## src/rtl/seg7_frame_reader.sv

```systemverilog
// rtl/seg7_frame_reader.sv - decodes a multiplexed 7-segment bus back into BCD frames
//
// Purpose: watches a segment bus plus one-hot digit select, accepts each digit once
// its pattern has been stable for STABLE_CYCLES clocks, and assembles NUM_DIGITS
// digits into a frame offered on a valid/ready handshake.
//
// Ports:
//   clk, rst_n    clock (rising edge), asynchronous active-low reset
//   seg[0:6]      segments a..g, active-high, seg[0]=a
//   dig_sel       one-hot digit enable, bit i = digit i
//   frame_bcd     digit i code at [4i+3:4i] (F = blank, E = unrecognised)
//   blank_mask    bit i set when digit i was blank
//   frame_err     some digit in the frame had an unrecognised pattern
//   frame_valid   frame outputs valid; held stable until accepted
//   frame_ready   consumer accepts the frame
//   overrun       sticky, a completed frame was dropped while one was pending
module seg7_frame_reader #(
  parameter int NUM_DIGITS    = 4,
  parameter int STABLE_CYCLES = 4
) (
  input  logic                    clk,
  input  logic                    rst_n,
  input  logic [0:6]              seg,
  input  logic [NUM_DIGITS-1:0]   dig_sel,
  output logic [4*NUM_DIGITS-1:0] frame_bcd,
  output logic [NUM_DIGITS-1:0]   blank_mask,
  output logic                    frame_err,
  output logic                    frame_valid,
  input  logic                    frame_ready,
  output logic                    overrun
);

  localparam int CW = $clog2(STABLE_CYCLES + 1);
  localparam logic [CW-1:0] STABLE_CNT = CW'(STABLE_CYCLES);

  typedef enum logic {SCAN, PRESENT} state_t;

  state_t                  state;
  logic [0:6]              prev_seg;
  logic [NUM_DIGITS-1:0]   prev_sel;
  logic [CW-1:0]           run_cnt;
  logic [CW-1:0]           run_next;
  logic [NUM_DIGITS-1:0]   mask;
  logic [4*NUM_DIGITS-1:0] slot_code;
  logic [NUM_DIGITS-1:0]   slot_blank;
  logic [NUM_DIGITS-1:0]   slot_inv;

  logic [3:0]              dec_code;
  logic                    dec_blank;
  logic                    dec_inv;
  logic [4*NUM_DIGITS-1:0] merged_code;
  logic [NUM_DIGITS-1:0]   merged_blank;
  logic [NUM_DIGITS-1:0]   merged_inv;

  logic same;
  logic onehot;
  logic accept;
  logic complete;
  logic handshake;

  always_comb begin
    dec_code  = 4'hE;
    dec_blank = 1'b0;
    dec_inv   = 1'b0;
    case (seg)
      7'b1111110: dec_code = 4'h0;
      7'b0110000: dec_code = 4'h1;
      7'b1101101: dec_code = 4'h2;
      7'b1111001: dec_code = 4'h3;
      7'b0110011: dec_code = 4'h4;
      7'b1011011: dec_code = 4'h5;
      7'b1011111: dec_code = 4'h6;
      7'b1110000: dec_code = 4'h7;
      7'b1111111: dec_code = 4'h8;
      7'b1111011: dec_code = 4'h9;
      7'b0000000: begin
        dec_code  = 4'hF;
        dec_blank = 1'b1;
      end
      default:    dec_inv = 1'b1;
    endcase
  end

  assign same   = (seg == prev_seg) && (dig_sel == prev_sel);
  assign onehot = (dig_sel != '0) && ((dig_sel & (dig_sel - 1'b1)) == '0);

  always_comb begin
    if (!same)
      run_next = CW'(1);
    else if (run_cnt == STABLE_CNT)
      run_next = run_cnt;
    else
      run_next = run_cnt + 1'b1;
  end

  // A fresh run (load of 1) also counts as "becoming" stable, which is what lets
  // STABLE_CYCLES=1 accept every changed sample even after a saturated run.
  assign accept    = onehot && (run_next == STABLE_CNT) && (!same || run_cnt != STABLE_CNT);
  assign complete  = accept && ((mask | dig_sel) == {NUM_DIGITS{1'b1}});
  assign handshake = frame_valid && frame_ready;

  // Slots with the incoming digit merged in; used both to update the slots and to
  // load a frame on the completing edge without waiting a cycle.
  always_comb begin
    merged_code  = slot_code;
    merged_blank = slot_blank;
    merged_inv   = slot_inv;
    for (int i = 0; i < NUM_DIGITS; i++) begin
      if (dig_sel[i]) begin
        merged_code[4*i +: 4] = dec_code;
        merged_blank[i]       = dec_blank;
        merged_inv[i]         = dec_inv;
      end
    end
  end

  always_ff @(posedge clk or negedge rst_n) begin
    if (!rst_n) begin
      state       <= SCAN;
      prev_seg    <= '0;
      prev_sel    <= '0;
      run_cnt     <= '0;
      mask        <= '0;
      slot_code   <= '0;
      slot_blank  <= '0;
      slot_inv    <= '0;
      frame_bcd   <= '0;
      blank_mask  <= '0;
      frame_err   <= 1'b0;
      frame_valid <= 1'b0;
      overrun     <= 1'b0;
    end else begin
      prev_seg <= seg;
      prev_sel <= dig_sel;
      run_cnt  <= run_next;

      if (accept) begin
        slot_code  <= merged_code;
        slot_blank <= merged_blank;
        slot_inv   <= merged_inv;
        mask       <= complete ? '0 : (mask | dig_sel);
      end

      case (state)
        SCAN: begin
          if (complete) begin
            frame_bcd   <= merged_code;
            blank_mask  <= merged_blank;
            frame_err   <= |merged_inv;
            frame_valid <= 1'b1;
            state       <= PRESENT;
          end
        end
        PRESENT: begin
          if (complete) begin
            if (handshake) begin
              frame_bcd  <= merged_code;
              blank_mask <= merged_blank;
              frame_err  <= |merged_inv;
              overrun    <= 1'b0;
            end else begin
              overrun <= 1'b1;
            end
          end else if (handshake) begin
            frame_valid <= 1'b0;
            overrun     <= 1'b0;
            state       <= SCAN;
          end
        end
        default: state <= SCAN;
      endcase
    end
  end

endmodule

```

## config.mk

```make
export PLATFORM = sky130hd
export DESIGN_NAME = seg7_frame_reader
export DESIGN_NICKNAME = d
export VERILOG_FILES = /design/src/rtl/seg7_frame_reader.sv
export SDC_FILE = /design/constraint.sdc
export NUM_CORES = 1
export LEC_CHECK = 0
export ABC_AREA = 1
export CORE_MARGIN = 2
export CORE_UTILIZATION = 56
export DETAILED_ROUTE_END_ITERATION = 8
export PLACE_DENSITY_LB_ADDON = 0.2
export SETUP_SLACK_MARGIN = 0.1
export SYNTH_ARGS = -nofsm -noshare
export SYNTH_HDL_FRONTEND = slang
export SYNTH_SLANG_ARGS = --single-unit
export TNS_END_PERCENT = 100
```

## constraint.sdc

```tcl
create_clock -name clk -period 3.4 [get_ports clk]
set_clock_uncertainty 0.05 [all_clocks]
set_input_delay 0.68 -clock clk [delete_from_list [all_inputs] [get_ports clk]]
set_output_delay 0.68 -clock clk [all_outputs]
set_load 0.1 [all_outputs]
```

==> out/results.tsv, run 1 <==
stage	metric	value	unit
outcome	status	finished, final reports clean	
finish	antenna_cells	0	
logic_synthesis	synth.area.mux_share	0	
worst_setup_path	r2r-end	blank_mask[1]	
worst_setup_path	cp_max_fo	22	
logic_synthesis	ys_seq_area_frac	0.4851	
run	maxCapViolCount	0	
clocking	cts_tree	done	
placed_design	gp_congestion	0.8614	
grt	grt.total_usage	0.2526	
placed_design	portBuffers	36	
finish	final_nets	503	
logic_synthesis	syn-cell-area	3405	um2
drt	antenna_violating_nets_post_route	0	
timing	rsz0062_at_grt	no	
worst_setup_path	cp-start-kind	input port	
timing	setup-tns-final	0	ns
floorplanning	io_pins	37	
worst_setup_path	r2r-start	run_cnt[0]	
logic_synthesis	syn-instance-count	440	
worst_setup_path	critPathMaxStageDelay	0.47	ns
clocking	clockBufferDepth	2	
finish	fillerInstances	498	
grt	antenna_found_initial	0	
logic_synthesis	synth_top_family_by_area	simple AND/OR/NAND/NOR gates	
floorplanning	core.rowCount	28	
worst_setup_path	rrSetupSlack	0.87	ns
grt	grt_max_degree	49	
timing	setup_viol	0	
logic_synthesis	synth.avg_cell_area	7.738	um2
floorplanning	die_w	81.97	um
logic_synthesis	synth-adder-area-share	0.01103	
logic_synthesis	synth-simple-area-share	0.3186	
grt	grt_pass1_vias	2764	
worst_setup_path	end_kind	register	
floorplanning	initial_core_util	0.5784	
worst_setup_path	crit_required	3.59	ns
logic_synthesis	synth_compound_area_frac	0.07644	
drt	drt-pass1-iter-count	5	
drt	drc	0	
hold_path	hold_end	frame_bcd[11]	
logic_synthesis	synth_warnings	0	
worst_setup_path	rr_worst_depth	16	
finish	area.growth.synth_to_final	17.16	%
power_and_ir_drop	power_density	397.1	nW/um2
hold_path	whs_path_depth	2	
clocking	htreeDepth	3	
hold_path	hold_class	register to register	
floorplanning	fp.dieH	81.97	um
placed_design	dp_hpwl	5461	um
worst_setup_path	crit_top_cell	nand2_1	
logic_synthesis	synthTopCellsByArea	dfrtp_1 49%, nand2_1 18%, inv_1 5.1%	
worst_setup_path	path_cells	clkdlybuf4s50_1 > inv_1 > nand2_2 > nand2_1 > nand2_1 > nor2_2 > nand4_4 > nor2_4 > inv_1 > ha_1 > a21oi_1 > buf_12 > nand2_4 > nand2_1 > nand2_1	
finish	drive_above_1_share	0.1589	
power_and_ir_drop	ir_drop	0.2414	mV
clocking	post-cts-setup-buffer-count	0	
clocking	cts_num_sinks	66	
floorplanning	fp.coreArea	5886	um2
worst_setup_path	crit_slowest_cell	clkdlybuf4s50_1	
worst_setup_path	arrival	2.99	ns
hold_path	min_from	frame_bcd[11]	
timing	max_freq	0.3560	GHz
clocking	cts_buffers	9	
worst_setup_path	critPathKind	input port to register	
timing	hold_viol_final	0	
clocking	clk_pin_slew_worst_paths	0.08	ns
drt	vias	2920	
logic_synthesis	synth_top_area_cell	dfrtp_1	
drt	wl	7459	um
clocking	hold_buffers	0	
power_and_ir_drop	leakage	2.283	nW
timing	tightest_slew	1.068	ns
logic_synthesis	yosys.area.top_type_share	0.4851	
drt	routed_via_density	5.159	
clocking	cts_resized	0	
clocking	root_buffer	clkbuf_8	
grt	grt_pass1_wl	12740	um
power_and_ir_drop	p_total	0.001584	W
timing	relSlewSlack	0.2881	
grt	grt-ovfl-total	0	
drt	avgRoutedWirePerCell	13.18	um
drt	first_iter_violations	259	
timing	period_share	0.8262	
logic_synthesis	synth_cell_type_count	32	
timing	min_period	2.809	ns
logic_synthesis	ys_ff_latch	66	
logic_synthesis	synth_xor_area_frac	0.01544	
clocking	insertion_delay	0.34	ns
floorplanning	dieArea	6719	um2
timing	maxSlewViolCount	0	
logic_synthesis	synth_nets	457	
[worst max path at each step]
| stage | from | to |
|---|---|---|
| after floorplan | dig_sel[1] | blank_mask[0] |
| after global placement | dig_sel[0] | blank_mask[1] |
| after detailed placement | seg[2] | blank_mask[1] |
| after CTS | dig_sel[0] | blank_mask[1] |
| after global routing | seg[6] | frame_bcd[11] |
| final | dig_sel[0] | blank_mask[1] |
[final cells by class]
cell class / count / area (um2) / share of cell area
clock inverters: 7 / 77.57 / 0.01945
clock buffers: 9 / 123.9 / 0.03105
repair buffers: 47 / 392.9 / 0.09849
multi-input cells: 307 / 1435 / 0.3598
flip-flops and latches: 66 / 1652 / 0.4141
well taps: 75 / 93.84 / 0.02353
inverters: 55 / 214.0 / 0.05364
[power by group]
group	internal [W]	total, W	switching (W)
registers	0.000791	0.000794	0.00000321
logic	0.0000432	0.000126	0.0000829
clock network	0.000342	0.000664	0.000322
[cells in the mapped netlist]
cell type	instances
dfrtp_1	66
a21oi_1	9
o21ai_1	2
o22ai_1	1
nand4_4	1
nand2_4	1
nor2_8	1
nor2_1	37
buf_6	7
ha_1	3
nand2_2	2
inv_1	46
or2_2	4
inv_2	7
clkbuf_1	2
o21bai_4	1
a21o_1	1
nand3_1	31
xnor2_1	6
nand2_1	164
nor2b_1	1
inv_6	1
nor2_2	3
inv_4	1
nor2_4	4
buf_2	2
a221oi_1	1
buf_4	1
nor3_1	1
nand3_2	1
o21ai_0	31
o221ai_1	1
[metal layers]
layer  GRT usage  routed length, um  vias up
met4      0.1200                181        0
li1            -                  -     1455
met3     0.03736                393       17
met1      0.3457               3335     1365
met2      0.3951               3549       83
met5           0                  0        -
[flip-flops by register name (all words and copies together) (netlist names), 3 cells and up]
signal      flops
blank_mask      4
slot_inv        4
slot_blank      4
mask            4
slot_code      16
run_cnt         3
prev_sel        4
prev_seg        7
frame_bcd      16
[cells in the final DEF, fill, tap and decap left out, drive strengths merged]
master           n
nand2          167
dfrtp           66
inv             56
nor2            45
buf             35
o21ai           33
nand3           32
clkdlybuf4s50   12
a21oi            9
clkbuf           9
xnor2            6
or2              4
clkinvlp         4
ha               3
a21o             1
o221ai           1
nand4            1
nor3             1
o21bai           1
nor2b            1
o22ai            1
a221oi           1
clkinv           1
bufinv           1
[cell families after synthesis]
logic type / Yosys count
buffers and inverters: 67
adders and majority gates: 3
and+or+nand+nor: 251
AOI/OAI and AO/OA: 47
xor gates and xnor gates: 6
DFF: 66
[stage by stage]
step / hold slack (ns) / instance area, um2 / util / setup slack, ns / instances
after floorplan: 0.3344 / 3405 / - / 0.5943 / 440
after global placement: 0.4077 / 3787 / 0.6435 / 0.2932 / 550
after detailed placement: 0.4100 / 3787 / 0.6435 / 0.2277 / 550
after CTS: 0.4293 / 3989 / 0.6777 / 0.5882 / 566
after global routing: 0.4501 / 3989 / 0.6777 / 0.3689 / 566
final: 0.4286 / 3989 / 0.6777 / 0.5908 / 566
[critical path: cells and delay by family]
kind,cells,cell delay [ns]
fa+ha+maj,1,0.17
compound gates,1,0.21
buf+inv,4,0.97
simple gates,9,0.94
Power figures use the tool's default switching activity.
==> run 2, diff against run 1 <==
==> constraint.sdc (replaced) <==
create_clock -name clk -period 2.8 [get_ports clk]
set_clock_uncertainty 0.05 [all_clocks]
set_input_delay 0.56 -clock clk [delete_from_list [all_inputs] [get_ports clk]]
set_output_delay 0.56 -clock clk [all_outputs]
set_load 0.1 [all_outputs]
==> out/results.tsv, run 2 (synthesis gave the netlist of run 1 again) <==
stage	metric	value	unit	change
worst_setup_path	crit_top_cell	nand2_1		
worst_setup_path	path_cells	clkdlybuf4s50_1 > inv_1 > nand2_1 > nand2_1 > nor2_1 > nand2_1 > nor2_4 > nand4_4 > nor2_4 > inv_1 > ha_1 > a21oi_1 > buf_4 > nand2_8 > nand2_1 > nand2_1		
grt	grt-ovfl-total	0		unchanged
clocking	cts_tree	done		
drt	avgRoutedWirePerCell	12.73	um	-3.4%
placed_design	placed_area	3940	um2	+4.0%
worst_setup_path	crit_slowest_cell	clkdlybuf4s50_1		
drt	first_iter_violations	227		-12%
drt	wl	7419	um	-0.54%
grt	grt_pass1_wl	12420	um	-2.5%
timing	hold_viol_final	0		unchanged
run	maxCapViolCount	0		unchanged
floorplanning	core.rowCount	28		unchanged
power_and_ir_drop	ir_drop	0.3568	mV	+48%
worst_setup_path	cp_num_buf_inv	4		unchanged
finish	reg_top3	frame_bcd (16), slot_code (16), prev_seg (7)		
clocking	clockBufferDepth	2		unchanged
finish	multi_input_area	1444	um2	+0.61%
worst_setup_path	critPathMaxStageDelay	0.53	ns	+0.06 ns
clocking	root_buffer	clkbuf_8		
drt	drc	0		unchanged
clocking	clk_pin_slew_worst_paths	0.08	ns	about the same
placed_design	portBuffers	36		unchanged
finish	instances_no_fill	583		+3.0%
finish	antenna_cells	0		unchanged
drt	vias	2951		+1.1%
finish	final_nets	520		+3.4%
hold_path	hold_class	input port to asynchronous set/reset pin		
worst_setup_path	path_delay_family	simple AND/OR/NAND/NOR gates		
worst_setup_path	arrival	2.64	ns	-0.35 ns
floorplanning	fp.coreArea	5886	um2	unchanged
finish	drive_above_1_share	0.1850		+0.02618
floorplanning	io_pins	37		unchanged
grt	grt_pass1_vias	2738		-0.94%
floorplanning	initial_core_util	0.5784		unchanged
drt	routed_via_density	5.062		-1.9%
finish	regArea	1652	um2	unchanged
timing	relSlewSlack	0.5848		+0.2967
grt	grt_max_degree	41		-16%
clocking	post-cts-setup-buffer-count	0		unchanged
worst_setup_path	end_kind	register		
timing	period_share	0.8794		
floorplanning	die_w	81.97	um	unchanged
timing	tightest_slew	0.6228	ns	-0.4450 ns
finish	final_cell_area	4188	um2	+5.0%
outcome	status	finished, final reports clean		
placed_design	gp_congestion	0.9170		+6.5%
clocking	insertion_delay	0.34	ns	about the same
worst_setup_path	crit_required	2.98	ns	-0.61 ns
timing	max_freq	0.4061	GHz	
placed_design	dp_hpwl	5540	um	+1.4%
worst_setup_path	cp-start-kind	input port		
power_and_ir_drop	power_density	490.1	nW/um2	+23%
timing	setup_viol	0		unchanged
grt	grt.total_usage	0.2480		-0.004629
timing	maxSlewViolCount	0		unchanged
clocking	cts_buffers	9		unchanged
finish	layout_commonest_cell	nand2_1		
placed_design	dp.cells	567		+3.1%
finish	final_cell_mix	164 x nand2_1, 66 x dfrtp_1, 48 x buf_4		
power_and_ir_drop	leakage	2.440	nW	+6.9%
clocking	cts_num_sinks	66		unchanged
timing	rsz0062_at_grt	no		
floorplanning	dieArea	6719	um2	unchanged
worst_setup_path	cp_max_fo	21		-4.5%
worst_setup_path	critPathKind	input port to register		
drt	antenna_violating_nets_post_route	0		unchanged
floorplanning	fp.dieH	81.97	um	unchanged
finish	fillerInstances	479		-3.8%
drt	drt-pass1-iter-count	6		+1
finish	area.growth.synth_to_final	23.01	%	
timing	min_period	2.462	ns	
grt	antenna_found_initial	0		unchanged
clocking	hold_buffers	0		unchanged
clocking	htreeDepth	3		unchanged
run 2: layout make-up:
| cell class | instances | area share |
|---|---|---|
| inverters | 55 | 0.05109 |
| repair buffers | 64 | 0.1327 |
| flip-flops and latches | 66 | 0.3944 |
| clock buffers | 12 | 0.03705 |
| clock inverters | 4 | 0.01763 |
| multi-input cells | 307 | 0.3448 |
| well taps | 75 | 0.02241 |
run 2: what timing repair did:
action / CTS / global route
endpoints found under the setup margin: 0 / 21
gates resized for setup: 0 / 5
hold endpoints to repair: 0 / 0
run 2: power breakdown:
group | total (W) | internal, W | switching, W
clock network | 0.000918 | 0.000551 | 0.000367
logic | 0.000170 | 0.0000668 | 0.000103
registers | 0.000965 | 0.000961 | 0.00000368
total | 0.00205 | 0.00158 | 0.000474
run 2: per-stage QoR:
step	setup WS (ns)	total power [W]	hold WS, ns	utilization	setup TNS, ns
floorplan	0.1143	0.001067	0.2144	-	0
global placement	-0.05020	0.001152	0.4082	0.6694	-0.8939
detailed placement	-0.1268	0.001154	0.4105	0.6694	-2.187
CTS	0.2346	0.002069	0.1831	0.7083	0
global route	0.1151	0.002139	0.2111	0.7115	0
finish	0.3378	0.002052	0.1782	0.7115	0
run 2: per-layer routing:
metal	up-vias	share of wire	global-route usage
met3	19	0.054	0.04066
met5	-	0	0
met4	0	0.027	0.1417
li1	1490	-	-
met1	1360	0.44	0.3208
met2	82	0.48	0.3935
run 2: worst paths after layout:
path | from | to | slack [ns] | cells after the start
max | seg[2] | frame_bcd[8] | 0.34 | 16
min | rst_n | frame_bcd[11] | 0.18 | 1
max reg2reg | run_cnt[0] | frame_bcd[8] | 0.39 | 16
min reg2reg | frame_bcd[2] | frame_bcd[2] | 0.43 | 2
max in group asynchronous | rst_n | prev_seg[5] | 1.90 | 2
min in group clk | dig_sel[0] | prev_sel[0] | 0.41 | 1
